### src/rtl/mult_operand_sequencer_if.sv
// ---------------------------------------------------------------------------
// mult_operand_sequencer_if
//   Bundles the operand bus, the load/clear controls, the multiplier-facing
//   a/b/ea/eb/p_in signals and the result/status outputs of the operand
//   sequencer.
//   master : host side (drives din/load/clear, returns p_in from multiplier)
//   slave  : the sequencer itself
//   Signals:
//     din          N    operand data bus, synchronous to clk
//     load         1    level input, each rising edge advances the sequence
//     clear        1    synchronous abort back to operand-A capture
//     a, b         N    held operands to the multiplier
//     ea, eb       1    one-cycle load enables for the multiplier registers
//     p_in         2N   product coming back from the multiplier
//     result       2N   captured product
//     result_valid 1    product captured and held
//     busy         1    waiting out the multiplier latency
//     state_o      2    0=S_A 1=S_B 2=S_MULT 3=S_DONE
// ---------------------------------------------------------------------------
interface mult_operand_sequencer_if #(
   parameter int N = 8
);
   logic [N-1:0]   din;
   logic           load;
   logic           clear;
   logic [N-1:0]   a;
   logic [N-1:0]   b;
   logic           ea;
   logic           eb;
   logic [2*N-1:0] p_in;
   logic [2*N-1:0] result;
   logic           result_valid;
   logic           busy;
   logic [1:0]     state_o;

   modport master (
      output din, load, clear, p_in,
      input  a, b, ea, eb, result, result_valid, busy, state_o
   );

   modport slave (
      input  din, load, clear, p_in,
      output a, b, ea, eb, result, result_valid, busy, state_o
   );
endinterface

### src/rtl/mult_operand_sequencer.sv
// ---------------------------------------------------------------------------
// mult_operand_sequencer
//   Control stage in front of a registered N-bit multiplier. One shared data
//   bus is captured as operand A, then operand B, on successive rising edges
//   of 'load'. The held operands and one-cycle ea/eb enables drive the
//   multiplier; after MULT_LAT cycles the 2N-bit product is captured into a
//   held result register and flagged valid.
//   Ports:
//     clk      rising-edge clock
//     reset_n  asynchronous active-low reset
//     bus      mult_operand_sequencer_if.slave (din, load, clear, p_in in;
//              a, b, ea, eb, result, result_valid, busy, state_o out)
//   Parameters:
//     N         operand width (product is 2N)
//     MULT_LAT  cycles from the ea/eb-high cycle to a valid p_in (>= 1)
// ---------------------------------------------------------------------------
module mult_operand_sequencer #(
   parameter int N        = 8,
   parameter int MULT_LAT = 2
) (
   input  logic                   clk,
   input  logic                   reset_n,
   mult_operand_sequencer_if.slave bus
);

   // One extra bit keeps MULT_LAT-1 representable for every legal MULT_LAT.
   localparam int            CW       = $clog2(MULT_LAT) + 1;
   localparam logic [CW-1:0] CNT_LAST = CW'(MULT_LAT - 1);

   typedef enum logic [1:0] {
      S_A    = 2'd0,
      S_B    = 2'd1,
      S_MULT = 2'd2,
      S_DONE = 2'd3
   } state_t;

   state_t         state_q, state_d;
   logic           load_q;
   logic           ld_edge;
   logic [N-1:0]   a_q, a_d;
   logic [N-1:0]   b_q, b_d;
   logic           ea_q, ea_d;
   logic           eb_q, eb_d;
   logic [CW-1:0]  cnt_q, cnt_d;
   logic [2*N-1:0] res_q, res_d;
   logic           rv_q, rv_d;

   // A held level yields exactly one edge.
   assign ld_edge = bus.load & ~load_q;

   // ---------------- state register ----------------
   always_ff @(posedge clk or negedge reset_n) begin
      if (!reset_n) state_q <= S_A;
      else          state_q <= state_d;
   end

   // ---------------- next state / datapath next values ----------------
   always_comb begin
      state_d = state_q;
      a_d     = a_q;
      b_d     = b_q;
      ea_d    = 1'b0;      // enables are pulses: low unless set below
      eb_d    = 1'b0;
      cnt_d   = cnt_q;
      res_d   = res_q;
      rv_d    = rv_q;

      if (bus.clear) begin
         // Abort wins over a coincident load edge; operands stay put.
         state_d = S_A;
         res_d   = '0;
         rv_d    = 1'b0;
      end else begin
         case (state_q)
            S_A: begin
               if (ld_edge) begin
                  a_d     = bus.din;
                  ea_d    = 1'b1;
                  state_d = S_B;
               end
            end
            S_B: begin
               if (ld_edge) begin
                  b_d     = bus.din;
                  eb_d    = 1'b1;
                  cnt_d   = '0;     // cnt==0 lines up with the eb-high cycle
                  state_d = S_MULT;
               end
            end
            S_MULT: begin
               // Load edges here are dropped, not queued.
               cnt_d = cnt_q + CW'(1);
               if (cnt_q == CNT_LAST) begin
                  res_d   = bus.p_in;
                  rv_d    = 1'b1;
                  state_d = S_DONE;
               end
            end
            S_DONE: begin
               // Next operand A starts a new pass; the old product stays
               // visible in result until the next capture.
               if (ld_edge) begin
                  a_d     = bus.din;
                  ea_d    = 1'b1;
                  rv_d    = 1'b0;
                  state_d = S_B;
               end
            end
            default: state_d = S_A;
         endcase
      end
   end

   // ---------------- datapath registers ----------------
   always_ff @(posedge clk or negedge reset_n) begin
      if (!reset_n) begin
         load_q <= 1'b0;
         a_q    <= '0;
         b_q    <= '0;
         ea_q   <= 1'b0;
         eb_q   <= 1'b0;
         cnt_q  <= '0;
         res_q  <= '0;
         rv_q   <= 1'b0;
      end else begin
         load_q <= bus.load;
         a_q    <= a_d;
         b_q    <= b_d;
         ea_q   <= ea_d;
         eb_q   <= eb_d;
         cnt_q  <= cnt_d;
         res_q  <= res_d;
         rv_q   <= rv_d;
      end
   end

   // ---------------- outputs ----------------
   assign bus.a            = a_q;
   assign bus.b            = b_q;
   assign bus.ea           = ea_q;
   assign bus.eb           = eb_q;
   assign bus.result       = res_q;
   assign bus.result_valid = rv_q;
   assign bus.busy         = (state_q == S_MULT);
   assign bus.state_o      = state_q;

endmodule
### src/flat_wrapper.sv
// flat-port wrapper written by rule: the top's interface ports become plain ports
module mult_operand_sequencer_flat 
#(
   parameter int N        = 8,
   parameter int MULT_LAT = 2
)
  (clk, reset_n, bus_din, bus_load, bus_clear, bus_p_in, bus_a, bus_b, bus_ea, bus_eb, bus_result, bus_result_valid, bus_busy, bus_state_o);
  mult_operand_sequencer_if #(.N(N)) bus_i ();
  input  logic clk;
  input  logic reset_n;
  input wire logic [$bits(bus_i.din)-1:0] bus_din;
  input wire logic [$bits(bus_i.load)-1:0] bus_load;
  input wire logic [$bits(bus_i.clear)-1:0] bus_clear;
  input wire logic [$bits(bus_i.p_in)-1:0] bus_p_in;
  output wire logic [$bits(bus_i.a)-1:0] bus_a;
  output wire logic [$bits(bus_i.b)-1:0] bus_b;
  output wire logic [$bits(bus_i.ea)-1:0] bus_ea;
  output wire logic [$bits(bus_i.eb)-1:0] bus_eb;
  output wire logic [$bits(bus_i.result)-1:0] bus_result;
  output wire logic [$bits(bus_i.result_valid)-1:0] bus_result_valid;
  output wire logic [$bits(bus_i.busy)-1:0] bus_busy;
  output wire logic [$bits(bus_i.state_o)-1:0] bus_state_o;
  assign bus_i.din = bus_din;
  assign bus_i.load = bus_load;
  assign bus_i.clear = bus_clear;
  assign bus_i.p_in = bus_p_in;
  assign bus_a = bus_i.a;
  assign bus_b = bus_i.b;
  assign bus_ea = bus_i.ea;
  assign bus_eb = bus_i.eb;
  assign bus_result = bus_i.result;
  assign bus_result_valid = bus_i.result_valid;
  assign bus_busy = bus_i.busy;
  assign bus_state_o = bus_i.state_o;
  mult_operand_sequencer #(.N(N), .MULT_LAT(MULT_LAT)) u_core (.clk(clk), .reset_n(reset_n), .bus(bus_i));
endmodule
### config.mk
export PLATFORM = sky130hd
export DESIGN_NAME = mult_operand_sequencer_flat
export DESIGN_NICKNAME = d
export VERILOG_FILES = /design/src/rtl/mult_operand_sequencer_if.sv /design/src/rtl/mult_operand_sequencer.sv /design/src/flat_wrapper.sv
export SDC_FILE = /design/constraint.sdc
export NUM_CORES = 1
export LEC_CHECK = 0
export ABC_AREA = 1
export CAP_MARGIN = 20
export CORE_MARGIN = 1
export CORE_UTILIZATION = 34
export DETAILED_ROUTE_END_ITERATION = 12
export GPL_TIMING_DRIVEN = 0
export PLACE_DENSITY = 0.7
export SYNTH_ARGS = -nofsm -noshare
export SYNTH_HDL_FRONTEND = slang
export SYNTH_SLANG_ARGS = --single-unit
### constraint.sdc
create_clock -name clk -period 2.9 [get_ports clk]
set_input_delay 0.435 -clock clk [delete_from_list [all_inputs] [get_ports clk]]
set_output_delay 0.435 -clock clk [all_outputs]
set_load 0.02 [all_outputs]
==> impl_results.md <==
* Critical-path top delay cell: clkdlybuf4s50_1
* Global-route met3 utilization at a little under 6%
* Actual slew at the worst max-slew pin at 0.883 ns
* Placer congestion estimate at between 0.7 and 0.8
* Die area at ~5600 um^2
* Fin Clk Skew at between 0.004 and 0.005 ns
* R2R Path End: u_core.bus.result[14]
* Worst Setup Start Kind: flop
* Diode count at 0
* Worst hold slack at roughly 0.25 ns
* Final hold viol count at 0
* Gr ovfl total at 0
* Syn Area/Cell at between 9 and 10 um^2
* Fill count at just under 500
* DRT antenna net count at 0
* Outcome: finished, final reports clean
* Flops & latches, synth at 40
* H-tree levels at 2
* Clock transition at the registers of the reported paths at roughly 0.080 ns
* Overall Global Routing Usage at between 15 and 20%
* Fraction of layout cells with a size suffix above 1 at between 10% and 20%
* CP Cell Sequence: inv_1 > ha_1 > clkdlybuf4s50_1
* Crit path to: bus_busy
* Initial antenna violation count at 0
* Synth top area share at between 50% and 60%
* Setup-failing EPs final at 0
* Met1 Use GR at slightly below 20%
* Detailed Route WL at ~3.9 mm
* Initial Utilization at a little over a third
* Number of vias per cell at ~4.3
* DR iter-0 viols at 49
* RSZ-0062 raised after global routing: false
* Hold_buf cts at 0
* Worst r2r src: u_core.bus.state_o[0]
* CTS Buf Count at 5
* Cell taking the most area after synthesis: dfrtp_1
* Final Critical Period at 2.20 ns
* WP data arrival at approximately 1.8 ns
* Crit path largest cell delay at 0.65 ns
* Synth unique cells at 21
* # IOs at 66
* Tcrit/Tclk final at 75.7%
* Final net count at between 200 and 300
* Pin count of the biggest net entering global routing at just over 40
* R2R cell count at 6
* Clk_lat worst skew at 0.29 ns
* Crit path from: u_core.bus.state_o[0]
* CTS Buffer Depth at 2
* Gr busiest metal: met2
* Worst reg2reg setup slack at ~1.3 ns
* Most common cell after layout, fill and taps aside: clkdlybuf4s50_1
* Kind of critical path: flop to output pin
* Die Height at approximately 75 um
* Rel. slew slack at ~41%
* Vias in the first global route at 1424
* Worst-path fanout max at 6
* Max VDD drop at between 0.0005 and 0.0006 V
* Root Driver: clkbuf_8
* Leak at around 1.3 nW
* Seq/Total Area, Yosys at 55.9%
* HP Class: primary input to async pin
* Req. time, crit path at 2.47 ns
* I/O Buffers at 65
* Wire length per cell at between 10 and 15 um
* Gate Count Post-Synth at 189
* Fin. max-slew vios at 0
* DRC errors left at 0
* TritonRoute pass-1 iters at 4
* MaxCap Viol Count at 0
* Peak Freq at approximately 0.46 GHz
* Core Box Area at approximately 5000 um^2
* GRT met2 Usage at about a quarter
* Synth top area cells: dfrtp_1 (56%), nand2_1 (12%), nand3_1 (5.6%)
* Yosys Warn Count at 0
* Die Width at 74.5 um
* Layout area overhead at 47.2%
* Setup Buffers After CTS at 0
* Post-cts resize count at 0
* CTS tree: yes
* Post-DP HPWL at between 2 and 3 mm
* Syn Nets at around 220
* First-pass GRT wire length at ~6.4 mm
* Setup crit end kind: output pin
* Setup TNS at 0 ns
* Vias at roughly 1400
* Sink Count at 40
* Commonest cells after routing, fill and taps aside: clkdlybuf4s50_1 (64), nand2_1 (56), dfrtp_1 (40)
* Mapped Area at roughly 1800 um^2
* Rows at 26
* Power per standard cell area at between 700 and 800 nW/um^2
-- synthesized netlist by cell type --
| library cell | instances |
|---|---|
| a21oi_1 | 6 |
| a21oi_2 | 2 |
| buf_2 | 2 |
| buf_6 | 5 |
| clkinv_2 | 1 |
| dfrtp_1 | 40 |
| ha_1 | 5 |
| inv_1 | 17 |
| inv_2 | 2 |
| nand2_1 | 56 |
| nand2_2 | 4 |
| nand2_4 | 1 |
| nand3_1 | 20 |
| nand3_2 | 1 |
| nand3_4 | 1 |
| nand4_1 | 1 |
| nor2_1 | 6 |
| nor2_2 | 1 |
| nor2_4 | 1 |
| o21ai_1 | 9 |
| o21ai_2 | 8 |
-- per-layer routing --
layer	vias to the layer above	wire length, um
met5	-	0
met4	0	57
met3	6	312
met2	45	1690
met1	649	1820
li1	743	-
-- logic make-up (layout without fill, tap and decap cells) --
| family | after synthesis | in the layout | share of synthesized area, % |
|---|---|---|---|
| flops | 40 | 40 | 55.9 |
| fa+ha+maj | 5 | 5 | 3.50 |
| compound gates | 25 | 25 | 9.09 |
| simple gates | 92 | 92 | 23.5 |
| buf+inv | 27 | 100 | 7.97 |
-- worst min path at each step --
stage                                  from                 endpoint  slack [ns]  cells after the start
floorplan                           reset_n          u_core.bus.a[0]        0.14                      0
CTS                                 reset_n          u_core.bus.b[7]        0.29                      1
global placement    u_core.bus.result_valid  u_core.bus.result_valid        0.46                      2
detailed placement  u_core.bus.result_valid  u_core.bus.result_valid        0.47                      2
finish                              reset_n          u_core.bus.a[7]        0.25                      1
global route                        reset_n          u_core.bus.b[7]        0.33                      1
-- flip-flops by register name, summed over array words and instances (netlist names) --
register                 flops
u_core.bus.eb                1
u_core.bus.b                 8
u_core.bus.state_o           2
u_core.cnt_q                 2
u_core.load_q                1
u_core.bus.ea                1
u_core.bus.result           16
u_core.bus.a                 8
u_core.bus.result_valid      1
-- power by group --
group | switching, mW | total, mW | internal, mW
logic | 0.439 | 0.837 | 0.397
registers | 0.0967 | 0.801 | 0.704
clock network | 0.200 | 0.454 | 0.255
total | 0.736 | 2.09 | 1.36
-- critical path: cells and delay by family, from the launching register on --
kind	cells	cell delay [ns]
adder cells (fa/ha/maj)	1	0.28
buffers and inverters	2	0.74
flip-flops	1	0.46
-- stage by stage --
| step | power (mW) | std cells | worst slack (ns) | area, um^2 | utilization (%) |
|---|---|---|---|---|---|
| after floorplan | 1.26 | 189 | 1.36 | 1790 | - |
| after global placement | 1.65 | 324 | 0.405 | 2530 | 49.8 |
| after detailed placement | 1.65 | 324 | 1.01 | 2520 | 49.7 |
| after CTS | 2.12 | 332 | 0.684 | 2630 | 51.9 |
| after global routing | 2.23 | 332 | 0.579 | 2630 | 51.9 |
| final | 2.09 | 332 | 0.704 | 2630 | 51.9 |
-- cell type report --
cell class                 instances  area (um^2)  area share [%]
tap                               70         87.6            3.33
inverter                          20         76.3            2.90
buffer                             7         66.3            2.52
clock inverter                     3         42.5            1.62
timing repair buffer              65          646            24.5
clock buffer                       5         68.8            2.61
multi-input combinational        122          646            24.5
sequential                        40         1000            38.0
(Power assumes the default switching activity.)
